File: src/rtl/rca_pkg.sv
// Shared definitions for the ripple-carry adder slice.
// Holds the default operand width and a sign-based overflow reference
// function used by benches and other consumers that want a golden model.
package rca_pkg;

  localparam int unsigned RCA_DEFAULT_WIDTH = 32;

  // Signed overflow from operand/result sign bits: same-sign operands
  // producing a result of the opposite sign.
  function automatic logic rca_ovf(input logic sa, input logic sb, input logic ss);
    return (sa == sb) && (ss != sa);
  endfunction

endpackage

File: src/rtl/full_adder.sv
// One-bit full adder cell used to build the ripple carry chain.
// Ports:
//   a, b  - operand bits
//   cin   - carry into this bit
//   s     - sum bit
//   cout  - carry out of this bit
module full_adder
  import rca_pkg::*;
(
  input  logic a,
  input  logic b,
  input  logic cin,
  output logic s,
  output logic cout
);

  logic p;

  // Propagate term is shared by the sum and the carry.
  assign p    = a ^ b;
  assign s    = p ^ cin;
  assign cout = (a & b) | (cin & p);

endmodule

File: src/rtl/ripple_carry_adder.sv
// WIDTH-bit two's-complement ripple-carry adder with combinational and
// registered (1-cycle latency) results.
// Optional feature: define RCA_STICKY_OVF_EN to add a sticky overflow flag
// with a synchronous clear (ports ovf_clr / ovf_sticky).
// Ports:
//   clk, rst_n           - clock, asynchronous active-low reset
//   a, b, cin            - signed operands and carry-in
//   sum, cout, overflow  - combinational result, carry-out, signed overflow
//   sum_q, cout_q,
//   overflow_q           - registered copies of the above
//   ovf_clr              - clears the sticky flag (optional)
//   ovf_sticky           - sticky overflow flag (optional)
module ripple_carry_adder
  import rca_pkg::*;
#(
  parameter int unsigned WIDTH = RCA_DEFAULT_WIDTH
) (
  input  logic             clk,
  input  logic             rst_n,
  input  logic [WIDTH-1:0] a,
  input  logic [WIDTH-1:0] b,
  input  logic             cin,
  output logic [WIDTH-1:0] sum,
  output logic             cout,
  output logic             overflow,
  output logic [WIDTH-1:0] sum_q,
  output logic             cout_q,
  output logic             overflow_q
`ifdef RCA_STICKY_OVF_EN
  ,
  input  logic             ovf_clr,
  output logic             ovf_sticky
`endif
);

  // carry[i] is the carry into bit i; carry[WIDTH] leaves the MSB.
  logic [WIDTH:0] carry;

  assign carry[0] = cin;

  // Carry chain of single-bit cells.
  for (genvar i = 0; i < WIDTH; i++) begin : g_bit
    full_adder u_fa (
      .a    (a[i]),
      .b    (b[i]),
      .cin  (carry[i]),
      .s    (sum[i]),
      .cout (carry[i+1])
    );
  end

  // Signed overflow: carry into the sign bit differs from carry out of it.
  assign cout     = carry[WIDTH];
  assign overflow = carry[WIDTH] ^ carry[WIDTH-1];

  // Output register stage, cleared asynchronously.
  always_ff @(posedge clk or negedge rst_n) begin
    if (!rst_n) begin
      sum_q      <= '0;
      cout_q     <= 1'b0;
      overflow_q <= 1'b0;
`ifdef RCA_STICKY_OVF_EN
      ovf_sticky <= 1'b0;
`endif
    end else begin
      sum_q      <= sum;
      cout_q     <= cout;
      overflow_q <= overflow;
`ifdef RCA_STICKY_OVF_EN
      // Clear has priority over a coincident overflow.
      ovf_sticky <= ovf_clr ? 1'b0 : (ovf_sticky | overflow);
`endif
    end
  end

endmodule

File: config.mk
export PLATFORM = sky130hd
export DESIGN_NAME = ripple_carry_adder
export DESIGN_NICKNAME = d
export VERILOG_FILES = /design/src/rtl/rca_pkg.sv /design/src/rtl/full_adder.sv /design/src/rtl/ripple_carry_adder.sv
export SDC_FILE = /design/constraint.sdc
export NUM_CORES = 1
export LEC_CHECK = 0
export BUFFER_PORTS_ARGS = -buffer_cell sky130_fd_sc_hd__buf_4
export CORE_AREA = 4 4 76 78
export CTS_CLUSTER_DIAMETER = 120
export DETAILED_ROUTE_END_ITERATION = 16
export DIE_AREA = 0 0 80 82
export HOLD_SLACK_MARGIN = 0.06
export PLACE_DENSITY = 0.74
export SKIP_CTS_REPAIR_TIMING = 1
export SLEW_MARGIN = 15
export SYNTH_ARGS = -nofsm -noshare
export SYNTH_HDL_FRONTEND = slang
export SYNTH_SLANG_ARGS = --single-unit
File: constraint.sdc
create_clock -name clk -period 15.3 [get_ports clk]
set_input_delay 1.53 -clock clk [delete_from_list [all_inputs] [get_ports clk]]
set_output_delay 1.53 -clock clk [all_outputs]
set_load 0.01 [all_outputs]
==> impl_metrics.csv, run 1 <==
group,metric,value,unit
outcome,status,"finished clean",
final_layout,diodes,0,
die,die_w,80,microns
drt,wl_per_cell,14.8,microns
global_routing,track_usage,12.6,%
global_routing,grt_pass1_vias,1359,
timing,period_minus_slack,14910,ps
place,place_congestion,0.763,
die,io_pins,135,
setup_path,cp_data_arrival_time,13380,ps
logic_synthesis,synthesis.area,1780,sq um
place,pre_cts_ws,-710,ps
logic_synthesis,synth_edf_count,0,
global_routing,grt.busiest_layer,"met2",
clocking,clk_pin_slew_worst_paths,70,ps
logic_synthesis,ys_warn_count,0,
logic_synthesis,syn_nets,208,
job,maxCapViolations,0,
clocking,cts_made_buffers,5,
logic_synthesis,ys_seq_elements,34,
logic_synthesis,yosysSeqAreaShare,47.9,%
timing,setup_tns,0,ps
die,rows,26,
timing,hold_ws,1190,ps
global_routing,grt.met1_usage,13.0,%
setup_path,critPathMaxStageDelay,420,ps
die,die_h,82,microns
timing,tightest_slew,433,ps
setup_path,crit_top_cell,"fa_2",
setup_path,critical_path.max_fanout,2,
setup_path,cp.required,13770,ps
logic_synthesis,yosysMostFrequentCell,"dfrtp_1",
timing,slew_headroom,71.1,%
timing,finalSetupViolations,0,
power_and_ir_drop,leakage,1.36,nW
final_layout,fillers,446,
timing,fmax,67.1,MHz
global_routing,grt_pass1_wl,6.18,mm
setup_path,critical_path_class,"in -> out",
logic_synthesis,synth_ff_type,"dfrtp_1",
global_routing,grt_use_met2,23.3,%
power_and_ir_drop,total_power,0.000317,W
final_layout,nets,317,
global_routing,grt-ovfl-total,0,
logic_synthesis,synth_top_family_by_area,"adder cells",
power_and_ir_drop,max-vdd-ir-drop,41.0,uV
timing,setup_slack,386,ps
logic_synthesis,syn_avg_cell_area,16.3,sq um
clocking,root_buffer,"clkbuf_8",
die,dieArea,6560,sq um
setup_path,setup.worst_path.start_class,"primary input",
logic_synthesis,muxShareOfSynthArea,0,%
die,core-area,5070,sq um
logic_synthesis,async_reset_ff_share,100,%
clocking,htree_num_levels,2,
logic_synthesis,synth_xor_area_share,0.493,%
final_layout,layout-drive-gt1-share,76.3,%
hold_path,hold_path_class,"in -> async",
logic_synthesis,synth_compound_area_share,0,%
die,start_util,35.0,%
final_layout,areaGrowthSynthToFinish,57.9,%
global_routing,antenna_found_initial,0,
logic_synthesis,yosysTopAreaCell,"dfrtp_1",
logic_synthesis,synth_largest_type_area_fraction,47.9,%
power_and_ir_drop,power.density,113,nW/um^2
global_routing,grt_start_max_net_pins,35,
drt,num_vias,1177,
drt,postRouteAntennaNets,0,
drt,post_drt_via_cell_ratio,4.07,
setup_path,crit_slowest_cell,"fa_1",
logic_synthesis,yosys.area_share.adder,36.0,%
logic_synthesis,synthCells,109,
logic_synthesis,synthTopCellsByCount,"34 x dfrtp_1, 32 x buf_4, 32 x fa_1, 10 x inv_1, 1 x xnor2_1",
logic_synthesis,yosys.area_share.simple,0,%
global_routing,gr-usage-met3,4.93,%
timing,rsz0062_at_grt,"no",
place,portBuffers,134,
logic_synthesis,synth_area_leaders,"dfrtp_1 48%, fa_1 36%, buf_4 14%",
drt,first_iter_violations,8,
timing,finalCritPeriodShare,97.5,%
clocking,clock_sinks,34,
final_layout,design_area,2810,sq um
timing,slew_violations,0,
drt,totalWireLength,4.29,mm
timing,final-hold-violation-count,0,
setup_path,cp-end-kind,"output pin",
clocking,cts_tree,"done",
drt,dr.pass1.iters,4,
drt,drc,0,
clocking,clk_path_buf_depth,2,
logic_synthesis,ys_types,5,
place,place_area,2640,sq um
[where the power goes]
group | switching, W | internal (W) | leakage, nW
Sequential | 0.00000474 | 0.000107 | 0.396
Combinational | 0.0000561 | 0.0000688 | 0.912
Clock | 0.0000320 | 0.0000484 | 0.0504
[cell usage in the layout, fill, tap and decap left out]
| master | count |
|---|---|
| buf_4 | 134 |
| dfrtp_1 | 34 |
| fa_2 | 25 |
| inv_1 | 10 |
| fa_1 | 7 |
| clkbuf_8 | 5 |
| clkinvlp_4 | 2 |
| xnor2_1 | 1 |
| bufinv_16 | 1 |
[layer usage]
layer	vias up	routed length (microns)
met5	-	0
met1	587	1290
met4	0	31
met3	2	558
li1	505	-
met2	83	2410
[worst max path at each step]
stage | start | to | slack [ps] | cells past startpoint
global placement | a[0] | sum[31] | -560 | 38
global route | a[0] | sum[31] | 9 | 38
detailed placement | a[0] | sum[31] | -710 | 38
finish | a[0] | sum[31] | 390 | 38
floorplan | a[0] | sum[31] | 10 | 37
CTS | a[0] | sum[31] | -730 | 38
[registers in the layout, summed over array words and instances (netlist names)]
name,count
cout_q,1
overflow_q,1
sum_q,32
[cells by family (layout without fill, tap and decap cells)]
| group | after synthesis | count (layout) |
|---|---|---|
| buf+inv | 42 | 152 |
| flops | 34 | 34 |
| fa+ha+maj | 32 | 32 |
| xor+xnor | 1 | 1 |
[critical path: cells and delay by family]
family	cells	cell delay (ps)
adders and majority gates	32	11320
buffers and inverters	6	510
[layout make-up]
| cell class | count | area (sq um) | share of cell area, % |
|---|---|---|---|
| timing repair buffer | 134 | 1010 | 35.8 |
| sequential | 34 | 851 | 30.3 |
| tap | 70 | 87.6 | 3.12 |
| clock inverter | 3 | 45.0 | 1.60 |
| multi-input combinational | 33 | 712 | 25.4 |
| clock buffer | 5 | 68.8 | 2.45 |
| inverter | 10 | 37.5 | 1.34 |
[through the flow]
step,instances,util (%)
after CTS,289,54.2
after global placement,281,51.9
after detailed placement,281,51.9
final,289,55.3
after global routing,289,55.3
after floorplan,109,-
(Power assumes the default switching activity.)
==> run 2: changes to the inputs <==
--- a/config.mk
+++ b/config.mk
@@ -5,6 +5,7 @@
 export SDC_FILE = /design/constraint.sdc
 export NUM_CORES = 1
 export LEC_CHECK = 0
+export ABC_AREA = 1
 export BUFFER_PORTS_ARGS = -buffer_cell sky130_fd_sc_hd__buf_4
 export CORE_AREA = 4 4 76 78
 export CTS_CLUSTER_DIAMETER = 120
==> impl_metrics.csv, run 2 <==
group,metric,value,unit
timing,fmax,66.9,MHz
clocking,clk_pin_slew_worst_paths,70,ps
clocking,htree_num_levels,2,
global_routing,antenna_found_initial,0,
clocking,clk_path_buf_depth,2,
logic_synthesis,synth_edf_count,0,
final_layout,final_cell_mix,"135 x buf_4, 34 x dfrtp_1, 22 x fa_2",
drt,dr.pass1.iters,4,
die,dieArea,6560,sq um
drt,drc,0,
clocking,cts_made_buffers,5,
place,portBuffers,134,
logic_synthesis,yosysSeqAreaShare,47.8,%
final_layout,top_register,"sum_q",
setup_path,cp_data_arrival_time,13430,ps
setup_path,setup.worst_path.start_class,"primary input",
setup_path,critical_path.max_fanout,2,
die,die_h,82,microns
final_layout,ff_latch_area,851,sq um
power_and_ir_drop,max-vdd-ir-drop,37.6,uV
clocking,root_buffer,"clkbuf_8",
final_layout,areaGrowthSynthToFinish,56.6,%
final_layout,largest_register_ffs,32,
final_layout,diodes,0,
final_layout,multi_input_area,707,sq um
final_layout,nets,320,
global_routing,grt-ovfl-total,0,
setup_path,cp.required,13770,ps
final_layout,design_area,2790,sq um
final_layout,mostFrequentLayoutCell,"buf_4",
setup_path,critical_path_class,"in -> out",
die,core-area,5070,sq um
hold_path,hold_path_class,"in -> async",
setup_path,cp-end-kind,"output pin",
power_and_ir_drop,leakage,1.37,nW
logic_synthesis,ys_warn_count,0,
global_routing,track_usage,13.4,%
setup_path,crit_slowest_cell,"fa_1",
logic_synthesis,syn_nets,210,
timing,period_minus_slack,14960,ps
clocking,cts_tree,"done",
drt,postRouteAntennaNets,0,
timing,final-hold-violation-count,0,
die,start_util,35.1,%
die,io_pins,135,
drt,totalWireLength,4.45,mm
power_and_ir_drop,total_power,0.000302,W
timing,slew_headroom,71.1,%
timing,finalSetupViolations,0,
setup_path,critPathMaxStageDelay,430,ps
place,place_area,2650,sq um
drt,post_drt_via_cell_ratio,4.05,
clocking,clock_sinks,34,
logic_synthesis,syn_avg_cell_area,16.0,sq um
final_layout,largestRegisters,"sum_q (32), cout_q (1), overflow_q (1)",
place,place_congestion,0.706,
outcome,status,"finished clean",
logic_synthesis,ys_types,6,
logic_synthesis,synth_area_leaders,"dfrtp_1 48%, fa_1 36%, buf_4 13%",
drt,wl_per_cell,15.2,microns
place,hpwl,3.90,mm
final_layout,post-route-util,54.9,%
final_layout,layout-drive-gt1-share,74.3,%
drt,first_iter_violations,38,
job,maxCapViolations,0,
logic_synthesis,synth_ff_type,"dfrtp_1",
logic_synthesis,synthTopCellsByCount,"34 x dfrtp_1, 32 x buf_4, 32 x fa_1, 9 x inv_1, 3 x nand2_1",
logic_synthesis,synthesis.area,1780,sq um
die,rows,26,
logic_synthesis,yosysTopAreaCell,"dfrtp_1",
drt,num_vias,1182,
timing,finalCritPeriodShare,97.8,%
logic_synthesis,synthCells,111,
logic_synthesis,synth_largest_type_area_fraction,47.8,%
timing,tightest_slew,433,ps
timing,slew_violations,0,
final_layout,fillers,435,
logic_synthesis,async_reset_ff_share,100,%
logic_synthesis,ys_seq_elements,34,
global_routing,grt_pass1_vias,1273,
setup_path,crit_top_cell,"fa_2",
global_routing,grt_pass1_wl,6.44,mm
die,die_w,80,microns
power_and_ir_drop,power.density,108,nW/um^2
global_routing,grt_start_max_net_pins,35,
logic_synthesis,yosysMostFrequentCell,"dfrtp_1",
[run 2: logic make-up (layout without fill, tap and decap cells)]
family                     Yosys count  count (layout)  synth area share (%)
buffers and inverters               42             153                  15.6
and+or+nand+nor                      3               3                 0.632
DFF                                 34              34                  47.8
adders and majority gates           32              32                  36.0
[run 2: power breakdown]
group | switching [W] | internal, W
Combinational | 0.0000562 | 0.0000683
Clock | 0.0000298 | 0.0000363
Sequential | 0.00000443 | 0.000107
[run 2: area by class of cell]
class                   count  share of cell area (%)
repair buffers            135                    36.4
flip-flops and latches     34                    30.5
multi-input cells          35                    25.4
well taps                  70                    3.14
clock buffers               7                    3.10
inverters                  10                    1.35
clock inverters             1                   0.180
[run 2: per-stage QoR]
step	hold slack [ps]	instances	setup slack [ps]	setup TNS (ps)
2_1_floorplan	1230	111	22.5	0
3_3_place_gp	1510	284	-508	-1350
4_1_cts	1200	292	-625	-1840
5_1_grt	1210	292	-14.6	-14.6
6_report	1190	292	341	0
3_5_place_dp	1510	284	-596	-1730
[run 2: path summary, 6_finish.rpt]
kind	from	endpoint	slack, ps	cells past startpoint
max	a[0]	sum[31]	340	38
min	rst_n	sum_q[1]	1190	1
max in group asynchronous	rst_n	sum_q[29]	13800	1
min in group clk	b[2]	sum_q[2]	1540	2
[run 2: critical path, delay by kind of cell]
kind,cells,cell delay [ps]
buffers and inverters,6,530
adders and majority gates,32,11370
[run 2: per-layer routing]
| layer | track usage, % | routed length [microns] | vias up |
|---|---|---|---|
| met5 | 0 | 0 | - |
| met4 | 4.05 | 40 | 0 |
| met3 | 6.03 | 611 | 5 |
| met1 | 14.7 | 1410 | 577 |
| met2 | 23.3 | 2390 | 84 |
| li1 | - | - | 516 |
==> run 3: changes to the inputs <==
--- a/config.mk
+++ b/config.mk
@@ -7,12 +7,12 @@
 export LEC_CHECK = 0
 export ABC_AREA = 1
 export BUFFER_PORTS_ARGS = -buffer_cell sky130_fd_sc_hd__buf_4
-export CORE_AREA = 4 4 76 78
+export CORE_AREA = 4 4 72 74
 export CTS_CLUSTER_DIAMETER = 120
 export DETAILED_ROUTE_END_ITERATION = 16
-export DIE_AREA = 0 0 80 82
+export DIE_AREA = 0 0 76 78
 export HOLD_SLACK_MARGIN = 0.06
-export PLACE_DENSITY = 0.74
+export PLACE_DENSITY = 0.79
 export SKIP_CTS_REPAIR_TIMING = 1
 export SLEW_MARGIN = 15
 export SYNTH_ARGS = -nofsm -noshare
==> constraint.sdc (replaced) <==
create_clock -name clk -period 15.6 [get_ports clk]
set_input_delay 1.56 -clock clk [delete_from_list [all_inputs] [get_ports clk]]
set_output_delay 1.56 -clock clk [all_outputs]
set_load 0.01 [all_outputs]
==> impl_metrics.csv, run 3 (synthesis gave the netlist of run 2 again) <==
group,metric,value,unit
outcome,status,"finished clean",
clocking,clk_pin_slew_worst_paths,60,ps
setup_path,crit_top_cell,"fa_2",
global_routing,track_usage,15.3,%
die,start_util,38.7,%
final_layout,top_register,"sum_q",
die,die_w,76,microns
power_and_ir_drop,leakage,1.37,nW
timing,finalSetupViolations,0,
hold_path,hold_path_class,"in -> async",
die,die_h,78,microns
die,io_pins,135,
place,portBuffers,134,
timing,slew_headroom,70.9,%
timing,finalCritPeriodShare,97.6,%
setup_path,critPathLaunch,"a[0]",
drt,first_iter_violations,18,
final_layout,design_area,2750,sq um
final_layout,largest_register_ffs,32,
global_routing,grt-ovfl-total,0,
final_layout,mostFrequentLayoutCell,"buf_4",
clocking,root_buffer,"clkbuf_8",
power_and_ir_drop,power.density,108,nW/um^2
final_layout,layout-drive-gt1-share,72.9,%
final_layout,final_cell_mix,"134 x buf_4, 34 x dfrtp_1, 19 x fa_2",
timing,period_minus_slack,15220,ps
clocking,clock_sinks,34,
setup_path,crit_slowest_cell,"fa_1",
final_layout,ff_latch_area,851,sq um
place,place_area,2610,sq um
drt,drc,0,
setup_path,cp_data_arrival_time,13660,ps
final_layout,largestRegisters,"sum_q (32), cout_q (1), overflow_q (1)",
die,core-area,4600,sq um
drt,postRouteAntennaNets,0,
power_and_ir_drop,max-vdd-ir-drop,47.9,uV
setup_path,cp-end-kind,"output pin",
setup_path,critical_path.max_fanout,2,
timing,hold_ws,1220,ps
clocking,htree_num_levels,2,
drt,wl_per_cell,15.8,microns
clocking,cts_tree,"done",
global_routing,grt_start_max_net_pins,35,
final_layout,areaGrowthSynthToFinish,54.6,%
timing,slew_violations,0,
drt,num_vias,1167,
timing,final-hold-violation-count,0,
place,place_congestion,0.726,
drt,dr.pass1.iters,3,
drt,post_drt_via_cell_ratio,4.24,
final_layout,nets,319,
setup_path,critical_path_class,"in -> out",
final_layout,multi_input_area,699,sq um
job,maxCapViolations,0,
global_routing,antenna_found_initial,0,
drt,totalWireLength,4.33,mm
setup_path,setup.worst_path.start_class,"primary input",
setup_path,cp.required,14040,ps
global_routing,grt_pass1_vias,1370,
clocking,cts_made_buffers,5,
place,hpwl,3.71,mm
setup_path,crit_end,"sum[31]",
die,rows,25,
timing,tightest_slew,437,ps
setup_path,critPathMaxStageDelay,430,ps
clocking,clk_path_buf_depth,2,
timing,fmax,65.7,MHz
final_layout,diodes,0,
die,dieArea,5930,sq um
final_layout,fillers,396,
global_routing,grt_pass1_wl,6.98,mm
==> run 3: report_power, final <==
part,internal [W],switching [W]
clock network,0.0000356,0.0000297
registers,0.000105,0.00000461
logic,0.0000667,0.0000549
==> run 3: critical path, delay by kind of cell <==
| kind | cells | cell delay [ps] |
|---|---|---|
| buffers and inverters | 6 | 500 |
| adder cells (fa/ha/maj) | 32 | 11590 |
==> run 3: final cells by class <==
class | count | share of cell area (%)
clock inverter | 1 | 0.182
sequential | 34 | 30.9
inverter | 10 | 1.36
tap | 54 | 2.45
timing repair buffer | 134 | 36.5
multi-input combinational | 35 | 25.4
clock buffer | 7 | 3.14
==> run 3: metal layers <==
layer	track usage, %	wire length, microns	share of wire, %	vias up
met2	28.3	2670	62	70
met4	5.34	59	1.4	0
met3	5.68	393	9.1	7
li1	-	-	-	514
met1	15.7	1210	28	576
met5	0	0	0	-
==> run 3: worst min path at each step <==
stage | startpoint | to | slack [ps]
2_1_floorplan | rst_n | cout_q | 1260
3_3_place_gp | rst_n | sum_q[13] | 1530
4_1_cts | rst_n | sum_q[18] | 1230
3_5_place_dp | rst_n | sum_q[11] | 1540
5_1_grt | rst_n | sum_q[11] | 1250
6_report | rst_n | sum_q[11] | 1220
==> run 3: metrics by stage <==
stage / power [W] / cells / setup slack, ps / TNS [ps] / utilization, %
after floorplan: 0.000175 / 111 / 172 / 0 / -
after global placement: 0.000230 / 267 / -411 / -914 / 56.8
after global routing: 0.000317 / 275 / -6.35 / -6.35 / 59.9
after detailed placement: 0.000234 / 267 / -545 / -1460 / 56.8
after CTS: 0.000300 / 275 / -576 / -1580 / 58.8
final: 0.000297 / 275 / 377 / 0 / 59.9
